<file path="config.mk">
export PLATFORM = sky130hd
export DESIGN_NAME = etapa1_bram_loader
export DESIGN_NICKNAME = d
export VERILOG_FILES = /design/src/rtl/etapa1_bram_loader.sv
export SDC_FILE = /design/constraint.sdc
export NUM_CORES = 1
export LEC_CHECK = 0
export CORE_UTILIZATION = 49
export CTS_CLUSTER_SIZE = 28
export DETAILED_ROUTE_END_ITERATION = 7
export PLACE_DENSITY = 0.82
export SYNTH_ARGS = -nofsm -noshare
export SYNTH_HDL_FRONTEND = slang
export SYNTH_SLANG_ARGS = --single-unit
</file>
<file path="constraint.sdc">
create_clock -name clk -period 5.3 [get_ports clk]
set_clock_uncertainty 0.1 [all_clocks]
set_input_delay 1.59 -clock clk [delete_from_list [all_inputs] [get_ports clk]]
set_output_delay 1.59 -clock clk [all_outputs]
set_load 0.1 [all_outputs]
</file>
<file path="src/rtl/etapa1_bram_loader.sv">
// Stage-1 frame loader: rounds signed samples to 17 bits and writes one frame into BRAM port A.
// Optional build macro ETAPA1_SAT_EN clamps the rounded value instead of wrapping it.
module etapa1_bram_loader #(
    parameter int IN_W      = 24,
    parameter int SHIFT     = 7,
    parameter int FRAME_LEN = 144
) (
    input  logic                   clk,
    input  logic                   reset,
    input  logic                   in_valid,
    input  logic signed [IN_W-1:0] in_data,
    input  logic                   in_last,
    output logic                   in_ready,
    output logic                   wea,
    output logic [7:0]             addra,
    output logic signed [16:0]     dina,
    output logic                   data_done,
    input  logic                   busy,
    output logic                   frame_err
);

    typedef enum logic [2:0] {
        S_FILL,
        S_FLUSH,
        S_DONE,
        S_WAIT_HI,
        S_WAIT_LO
    } state_t;

    localparam logic [7:0]          LAST  = 8'(FRAME_LEN - 1);
    localparam logic signed [IN_W:0] HALF  = (IN_W + 1)'(2 ** (SHIFT - 1));
    localparam logic signed [IN_W:0] R_MAX = (IN_W + 1)'(65535);
    localparam logic signed [IN_W:0] R_MIN = (IN_W + 1)'(-65536);

    // Half-up rounding; one guard bit keeps the bias add from overflowing.
    function automatic logic signed [16:0] conv(input logic signed [IN_W-1:0] x);
        logic signed [IN_W:0] sum;
        logic signed [IN_W:0] r;
        sum = {x[IN_W-1], x} + HALF;
        r   = sum >>> SHIFT;
`ifdef ETAPA1_SAT_EN
        if (r > R_MAX)
            conv = R_MAX[16:0];
        else if (r < R_MIN)
            conv = R_MIN[16:0];
        else
            conv = r[16:0];
`else
        conv = r[16:0];
`endif
    endfunction

    state_t              r_state;
    state_t              w_next;
    logic [7:0]          r_cnt;
    logic                r_wea;
    logic [7:0]          r_addra;
    logic signed [16:0]  r_dina;
    logic                r_err;
    logic                w_fill;
    logic                w_acc;
    logic                w_done;

    always_ff @(posedge clk) begin
        if (!reset) begin
            r_state <= S_FILL;
            r_cnt   <= '0;
            r_wea   <= 1'b0;
            r_addra <= '0;
            r_dina  <= '0;
            r_err   <= 1'b0;
        end else begin
            r_state <= w_next;
            r_wea   <= w_acc;
            if (w_acc) begin
                r_addra <= r_cnt;
                r_dina  <= conv(in_data);
                r_cnt   <= (r_cnt == LAST) ? 8'd0 : r_cnt + 8'd1;
                if (in_last != (r_cnt == LAST))
                    r_err <= 1'b1;
            end
        end
    end

    always_comb begin
        w_next = r_state;
        w_fill = 1'b0;
        w_done = 1'b0;
        case (r_state)
            S_FILL: begin
                w_fill = 1'b1;
                if (in_valid && (r_cnt == LAST))
                    w_next = S_FLUSH;
            end
            S_FLUSH: w_next = S_DONE;
            S_DONE: begin
                w_done = 1'b1;
                w_next = S_WAIT_HI;
            end
            S_WAIT_HI: if (busy) w_next = S_WAIT_LO;
            S_WAIT_LO: if (!busy) w_next = S_FILL;
            default: w_next = S_FILL;
        endcase
    end

    // Ready is suppressed while reset is held so nothing is offered during reset.
    assign in_ready  = w_fill & reset;
    assign w_acc     = in_valid & w_fill;
    assign wea       = r_wea;
    assign addra     = r_addra;
    assign dina      = r_dina;
    assign data_done = w_done;
    assign frame_err = r_err;

endmodule
</file>
# After elaboration in Yosys (flattened, before gate mapping)
# Index checks and enable logic that the tools add are counted.
dict set report totals {
  register_bits 38
  input_bits 29
  output_inout_bits 29
  word_cells 30
}
dict set report classes {
  n_addsub 2
  n_eq_ne 9
  n_mux 7
  bitwise 2
  n_reduce_logical 4
}
# operator n
set op_table {}
lappend op_table {{$add 24x8->24 const B} 1}
lappend op_table {{$pmux 3 s5} 1}
lappend op_table {{$mux 3} 3}
lappend op_table {{$add 8x1->8 const B} 1}
lappend op_table {{$eq 8x8->1 const B} 1}
lappend op_table {{$mux 8} 1}
lappend op_table {{$eq 3x2->1 const B} 2}
lappend op_table {{$ne 2x2->1 const B} 3}
lappend op_table {{$eq 3x1->1 const B} 1}
lappend op_table {{$eq 3x3->1 const B} 1}
lappend op_table {{$logic_not 3->1} 1}
lappend op_table {{$reduce_and 3->1} 1}
lappend op_table {{$and 1x1->1} 2}
lappend op_table {{$mux 1} 2}
lappend op_table {{$reduce_and 2->1} 1}
lappend op_table {{$logic_and 1x1->1} 1}
lappend op_table {{$ne 1x1->1} 1}

# Longest topological paths before layout
# Gate-level depths: netlist (run 1).
dict set report logic_depth {
  ltp_word 4
  depth_mapped 6
  mapped_depth_nobuf 5
}

# Least setup slack after synthesis (run 1)
# OpenSTA, ideal clock, no wires.
dict set report synth_path {
  path_kind {input -> output}
  start {in reset}
  end {out in_ready}
  arrival_time_ps 3956
  required_time_ps 3610
  slack_ps -346
  stages 3
  path_buffers 1
  cell_sequence {clkbuf_1 nand2b_1 nor3_1}
}
dict set report synth_via {
  elab_chain_len 1
}
# item line
set synth_rtl {}
lappend synth_rtl {{start, declared} 9} ;# input logic reset,
lappend synth_rtl {{$and 1x1->1} 107} ;# assign in_ready = w_fill & reset;
lappend synth_rtl {{end, declared} 13} ;# output logic in_ready,
# No other way between the ends.

# Worst setup path after layout (run 1)
# Same ends and word-level chain as after synthesis.

==> results of run 1 <==
layer usage:
metal | GRT usage | vias to the layer above | part of all wire
met3 | 0.0766 | 2 | 0.062
li1 | - | 840 | -
met2 | 0.346 | 60 | 0.47
met5 | 0 | - | 0
met4 | 0.0762 | 0 | 0.0055
met1 | 0.287 | 752 | 0.46
state kept, by name, summed over array words and instances, names as in the netlist:
signal     cells
addra          8
dina          17
frame_err      1
r_cnt          8
r_state        3
wea            1
power by group:
part	switching (uW)	leakage, uW	internal (uW)
registers	7.40	0.000311	299
clock network	96.6	0.0000343	63.8
logic	126	0.000502	50.8
total	230	0.000848	413
through the flow:
stage | util | setup WS, ns
after floorplan | - | 0.504
after global placement | 0.678 | 0.841
after detailed placement | 0.678 | 0.830
after CTS | 0.697 | 0.831
after global routing | 0.697 | 0.752
final | 0.697 | 0.854
worst register-to-register path: stages (launching register included):
cell	delay (ns)
sky130_fd_sc_hd__dfxtp_1	0.40
sky130_fd_sc_hd__ha_1	0.24
sky130_fd_sc_hd__nand4_1	0.12
sky130_fd_sc_hd__nor4_1	0.58
sky130_fd_sc_hd__a21o_1	0.31
sky130_fd_sc_hd__nor2_1	0.07
cell type report:
type / instances / area (um2) / share of cell area
Multi-Input combinational cell: 156 / 925 / 0.392
Sequential cell: 38 / 761 / 0.322
Timing Repair Buffer: 53 / 536 / 0.227
Tap cell: 46 / 57.6 / 0.0244
Clock buffer: 6 / 51.3 / 0.0217
Inverter: 5 / 18.8 / 0.00795
Clock inverter: 2 / 12.5 / 0.00530
cell usage in the layout, fill, tap and decap left out, types with 3 or more instances in the layout:
master,netlist,final
sky130_fd_sc_hd__nand3_1,8,8
sky130_fd_sc_hd__nor2_1,13,13
sky130_fd_sc_hd__dfxtp_1,38,38
sky130_fd_sc_hd__xnor2_1,5,5
sky130_fd_sc_hd__o21ai_0,15,15
sky130_fd_sc_hd__and3_1,5,5
sky130_fd_sc_hd__clkbuf_4,0,5
sky130_fd_sc_hd__nor4_1,3,3
sky130_fd_sc_hd__and4_1,3,3
sky130_fd_sc_hd__xor2_1,15,15
sky130_fd_sc_hd__a21oi_1,21,21
sky130_fd_sc_hd__clkdlybuf4s50_1,0,50
sky130_fd_sc_hd__or3_1,6,6
sky130_fd_sc_hd__a211oi_1,3,3
sky130_fd_sc_hd__inv_1,4,4
sky130_fd_sc_hd__nand4_1,10,10
sky130_fd_sc_hd__nand2_1,30,30
cell families after synthesis:
kind of cell / synth area share
adders and majority gates: 0.0142
and+or+nand+nor: 0.262
AOI/OAI and AO/OA: 0.144
xor gates and xnor gates: 0.0996
DFF: 0.433
buffers and inverters: 0.0477
how the worst min path moves through the flow:
stage / end / cells past startpoint / slack (ns)
finish: addra[7]$_SDFFE_PN0P_ / 2 / 0.36
global route: addra[2]$_SDFFE_PN0P_ / 2 / 0.38
CTS: addra[7]$_SDFFE_PN0P_ / 2 / 0.37
detailed placement: addra[7]$_SDFFE_PN0P_ / 2 / 0.35
global placement: addra[7]$_SDFFE_PN0P_ / 2 / 0.34
floorplan: addra[7]$_SDFFE_PN0P_ / 2 / 0.36
==> results.py, run 1 <==
metrics = {
    "clock_network": {
        "postCtsSetupRepairBufs": 0,
        "clock_sink_count": 38,
        "cts.reportedPaths.clkPinSlew_ns": 0.11,
        "cts_made_buffers": 5,
        "cts-root-buf": "sky130_fd_sc_hd__clkbuf_4",
        "cts.path.max_buffers": 2,
        "cts.hold.buffers_added": 0,
        "cts.htree.levels": 2,
        "clock_tree_from_tritoncts": "built",
        "post_cts_resized": 0,
        "clkLatencyLatePin_ns": 0.34,
    },
    "power_and_ir_drop": {
        "power_uw": 644,
        "total_leakage_power_uw": 0.000848,
        "powerDensity_mw_per_mm2": 273,
        "peakVddDrop_mv": 0.161,
    },
    "place": {
        "placement.io_buffers": 51,
        "placedCellCount": 298,
        "dp_hpwl_um": 2680,
        "postPlaceCellArea_mm2": 0.00230,
        "gpl.final_weighted_congestion": 0.806,
    },
    "sta": {
        "setup_total_negative_slack_ns": 0,
        "unrepaired_setup_endpoints_after_global_routing": "false",
        "slew_viol_final": 0,
        "setup_viol": 0,
        "worstMarginPinSlew_ns": 0.981,
        "relSlewSlack": 0.344,
        "timing.fmax_mhz": 225,
        "timing.final.crit_share": 0.839,
        "holdWs_ns": 0.362,
        "finalHoldViolCount": 0,
        "timing.final.crit_period_ns": 4.45,
    },
    "finish": {
        "finish.cell_count_without_fillers": 306,
        "n_fill_cell": 281,
        "total_nets_final": 290,
        "drive_gt1_frac": 0.0577,
        "final_design_area_excluding_fillers_mm2": 0.00236,
        "areaGrowthSynthToFinish_pct": 34.3,
        "count_of_antenna_diodes_in_the_layout": 0,
    },
    "critical_path": {
        "timing.critical_path.arrival_ns": 2.76,
        "critPathCapture": "in_ready",
        "critical_path_buffers_and_inverters": 3,
        "worst_reg2reg_path_depth": 5,
        "crit_path_start_kind": "primary input",
        "cp_cell_sequence": "clkdlybuf4s50_1 > buf_4 > nand2b_1 > nor3_2 > buf_12",
        "cp_num_cells": 5,
        "critical_path.max_fanout": 18,
        "cp_slowest_cell": "sky130_fd_sc_hd__clkdlybuf4s50_1",
        "worst_r2r_endpoint": "r_cnt[7]$_SDFFE_PN0P_",
        "critical_path_required_ns": 3.61,
        "critPathCaptureType": "output pin",
        "cpLargestDelayFamily": "buffers and inverters",
        "worst_r2r_startpoint": "r_cnt[0]$_SDFFE_PN0P_",
        "critical_path.startpoint": "reset",
        "critical_path.max_stage_delay_ns": 0.45,
        "reg2reg_setup_slack_ns": 3.39,
        "path_class": "primary input to output pin",
    },
    "routing": {
        "via_cell_ratio": 5.41,
        "drt-pass1-iter-count": 4,
        "drc": 0,
        "wl_um": 3850,
        "total_number_of_vias": 1654,
        "dr.first_iter.drc_count": 72,
        "avgRoutedWirePerCell_um": 12.6,
        "final_antenna_net_count": 0,
    },
    "logic_synthesis": {
        "postSynth.topFlopCell": "sky130_fd_sc_hd__dfxtp_1",
        "ys_ff_latch": 38,
        "synth_top_area_frac": 0.433,
        "synthCells": 211,
        "synthesis.nets": 242,
        "mean_cell_area_of_the_mapped_netlist_um2": 8.33,
        "syn_area_mm2": 0.00176,
        "yosys.area.top_type": "sky130_fd_sc_hd__dfxtp_1",
        "ys_top_cells_by_area": "sky130_fd_sc_hd__dfxtp_1 (43%), sky130_fd_sc_hd__xor2_1 (7.5%), sky130_fd_sc_hd__nand2_1 (6.4%)",
        "ys_top_cells_by_count": "sky130_fd_sc_hd__dfxtp_1 (38), sky130_fd_sc_hd__nand2_1 (30), sky130_fd_sc_hd__a21oi_1 (21)",
        "edff_count_synth": 0,
        "yosys_warnings": 0,
        "synth-seq-area-share": 0.433,
        "synth_most_common_cell": "sky130_fd_sc_hd__dfxtp_1",
        "synthArstFlopShare": 0,
        "synth.distinct_cells": 34,
    },
    "global_route": {
        "grt.overflow.total": 0,
        "grtUsageTotal": 0.222,
        "antenna_found_initial": 0,
        "grt_start_max_net_pins": 49,
        "grt_pass1_vias": 1376,
        "grt_pass1_wl_um": 6200,
    },
    "floorplanning": {
        "core_mm2": 0.00339,
        "num_io_pins": 58,
        "die_area_mm2": 0.00383,
        "site_rows": 21,
        "initial_core_util": 0.519,
        "die-height_um": 61.9,
        "die_width_um": 61.9,
    },
    "worst_hold_path": {
        "hp-start": "addra[7]$_SDFFE_PN0P_",
        "worstHoldPathType": "register to register",
    },
    "job": {
        "drv.max_cap_violation_count": 0,
    },
    "status": {
        "run_status": "finished, final reports clean",
    },
}
(Power assumes the default switching activity.)
==> inputs of run 2 (changes only) <==
--- a/config.mk
+++ b/config.mk
@@ -5,10 +5,10 @@
 export SDC_FILE = /design/constraint.sdc
 export NUM_CORES = 1
 export LEC_CHECK = 0
-export CORE_UTILIZATION = 49
+export CORE_UTILIZATION = 41
 export CTS_CLUSTER_SIZE = 28
 export DETAILED_ROUTE_END_ITERATION = 7
-export PLACE_DENSITY = 0.82
+export PLACE_DENSITY = 0.73
 export SYNTH_ARGS = -nofsm -noshare
 export SYNTH_HDL_FRONTEND = slang
 export SYNTH_SLANG_ARGS = --single-unit
==> constraint.sdc (replaced) <==
create_clock -name clk -period 3.7 [get_ports clk]
set_clock_uncertainty 0.1 [all_clocks]
set_input_delay 1.11 -clock clk [delete_from_list [all_inputs] [get_ports clk]]
set_output_delay 1.11 -clock clk [all_outputs]
set_load 0.1 [all_outputs]
==> results.py, run 2 (same netlist as run 1, synthesis figures left out) <==
metrics = {
    "status": {
        "run_status": "finished, final reports clean",
    },
    "global_route": {
        "grt_start_max_net_pins": 35,
        "grt.overflow.total": 0,
        "grt_pass1_vias": 1489,
        "grt_pass1_wl_um": 6480,
        "grtUsageTotal": 0.190,
        "antenna_found_initial": 0,
    },
    "sta": {
        "setup_total_negative_slack_ns": 0,
        "slew_viol_final": 0,
        "finalHoldViolCount": 0,
        "setup_viol": 0,
        "timing.final.crit_period_ns": 3.31,
        "relSlewSlack": 0.506,
        "timing.fmax_mhz": 302,
        "unrepaired_setup_endpoints_after_global_routing": "false",
        "timing.final.crit_share": 0.895,
        "worstMarginPinSlew_ns": 0.734,
    },
    "routing": {
        "avgRoutedWirePerCell_um": 12.2,
        "via_cell_ratio": 5.22,
        "final_antenna_net_count": 0,
        "wl_um": 3800,
        "total_number_of_vias": 1628,
        "dr.first_iter.drc_count": 84,
        "drc": 0,
        "drt-pass1-iter-count": 4,
    },
    "place": {
        "dp_hpwl_um": 2750,
        "postPlaceCellArea_mm2": 0.00225,
        "placement.io_buffers": 51,
        "gpl.final_weighted_congestion": 0.795,
        "placedCellCount": 304,
    },
    "clock_network": {
        "clock_sink_count": 38,
        "cts_made_buffers": 5,
        "post_cts_resized": 0,
        "cts.htree.levels": 2,
        "cts-root-buf": "sky130_fd_sc_hd__clkbuf_8",
        "cts.path.max_buffers": 2,
        "postCtsSetupRepairBufs": 0,
        "cts.reportedPaths.clkPinSlew_ns": 0.07,
        "cts.hold.buffers_added": 0,
        "clkLatencyLatePin_ns": 0.28,
        "clock_tree_from_tritoncts": "built",
    },
    "critical_path": {
        "worst_r2r_startpoint": "r_cnt[0]$_SDFFE_PN0P_",
        "crit_path_start_kind": "primary input",
        "path_class": "primary input to output pin",
        "critical_path_required_ns": 2.49,
        "critPathCaptureType": "output pin",
        "critical_path.max_fanout": 3,
        "timing.critical_path.arrival_ns": 2.10,
        "critical_path.startpoint": "reset",
    },
    "finish": {
        "finish.cell_count_without_fillers": 312,
        "count_of_antenna_diodes_in_the_layout": 0,
        "largest_register_ffs": 17,
        "total_nets_final": 292,
        "mostFrequentLayoutCell": "sky130_fd_sc_hd__dfxtp_1",
        "final_design_area_excluding_fillers_mm2": 0.00234,
        "drive_gt1_frac": 0.172,
        "areaGrowthSynthToFinish_pct": 33.3,
        "layout.cells.most_common_list": "sky130_fd_sc_hd__dfxtp_1 (38), sky130_fd_sc_hd__buf_4 (32), sky130_fd_sc_hd__nand2_1 (30)",
    },
    "floorplanning": {
        "die_width_um": 67.5,
        "site_rows": 23,
        "num_io_pins": 58,
        "initial_core_util": 0.433,
        "die_area_mm2": 0.00455,
        "die-height_um": 67.5,
        "core_mm2": 0.00406,
    },
    "worst_hold_path": {
        "worstHoldPathType": "register to register",
        "hp-start": "addra[0]$_SDFFE_PN0P_",
    },
    "job": {
        "drv.max_cap_violation_count": 0,
    },
    "power_and_ir_drop": {
        "powerDensity_mw_per_mm2": 417,
        "peakVddDrop_mv": 0.291,
        "total_leakage_power_uw": 0.000924,
    },
}
run 2: layer usage:
metal | share of wire | GRT usage
met3 | 0.055 | 0.0659
met1 | 0.47 | 0.228
met2 | 0.47 | 0.311
met5 | 0 | 0
met4 | 0.0050 | 0.0665
run 2: final timing paths:
| check | end | slack, ns | cells past startpoint |
|---|---|---|---|
| worst max-delay path | in_ready | 0.39 | 4 |
| worst min-delay path | addra[0]$_SDFFE_PN0P_ | 0.36 | 2 |
| worst max register to register | frame_err$_SDFFE_PN0P_ | 1.80 | 5 |
| worst min register to register | addra[0]$_SDFFE_PN0P_ | 0.36 | 2 |
run 2: area by class of cell:
type	instances	area [um2]
tap	50	62.6
timing repair buffer	55	480
sequential	38	761
inverter	5	18.8
clock buffer	7	86.3
multi-input combinational	156	930
clock inverter	1	5.00
fill	365	1710
run 2: per-stage QoR:
step	setup WS (ns)	hold WS, ns	util	total power, uW
2_1_floorplan	-0.136	0.357	-	624
3_5_place_dp	0.371	0.351	0.555	699
3_3_place_gp	0.392	0.345	0.555	697
5_1_grt	0.333	0.378	0.578	1020
6_report	0.388	0.355	0.578	978
4_1_cts	0.371	0.361	0.578	989
run 2: critical path: stages:
cell                              delay [ns]
sky130_fd_sc_hd__clkdlybuf4s50_1        0.48
sky130_fd_sc_hd__nand2b_1               0.11
sky130_fd_sc_hd__nor3_2                 0.20
sky130_fd_sc_hd__buf_12                 0.21
run 2: report_power, final:
group / internal, uW / total, uW / switching, uW
sequential: 428 / 439 / 10.9
combinational: 68.2 / 250 / 181
clock: 150 / 289 / 139
==> inputs of run 3 (changes only) <==
--- a/config.mk
+++ b/config.mk
@@ -12,3 +12,4 @@
 export SYNTH_ARGS = -nofsm -noshare
 export SYNTH_HDL_FRONTEND = slang
 export SYNTH_SLANG_ARGS = --single-unit
+export TNS_END_PERCENT = 50
==> results of run 3 <==
Final layout, timing and power as in run 2 (identical DEF).
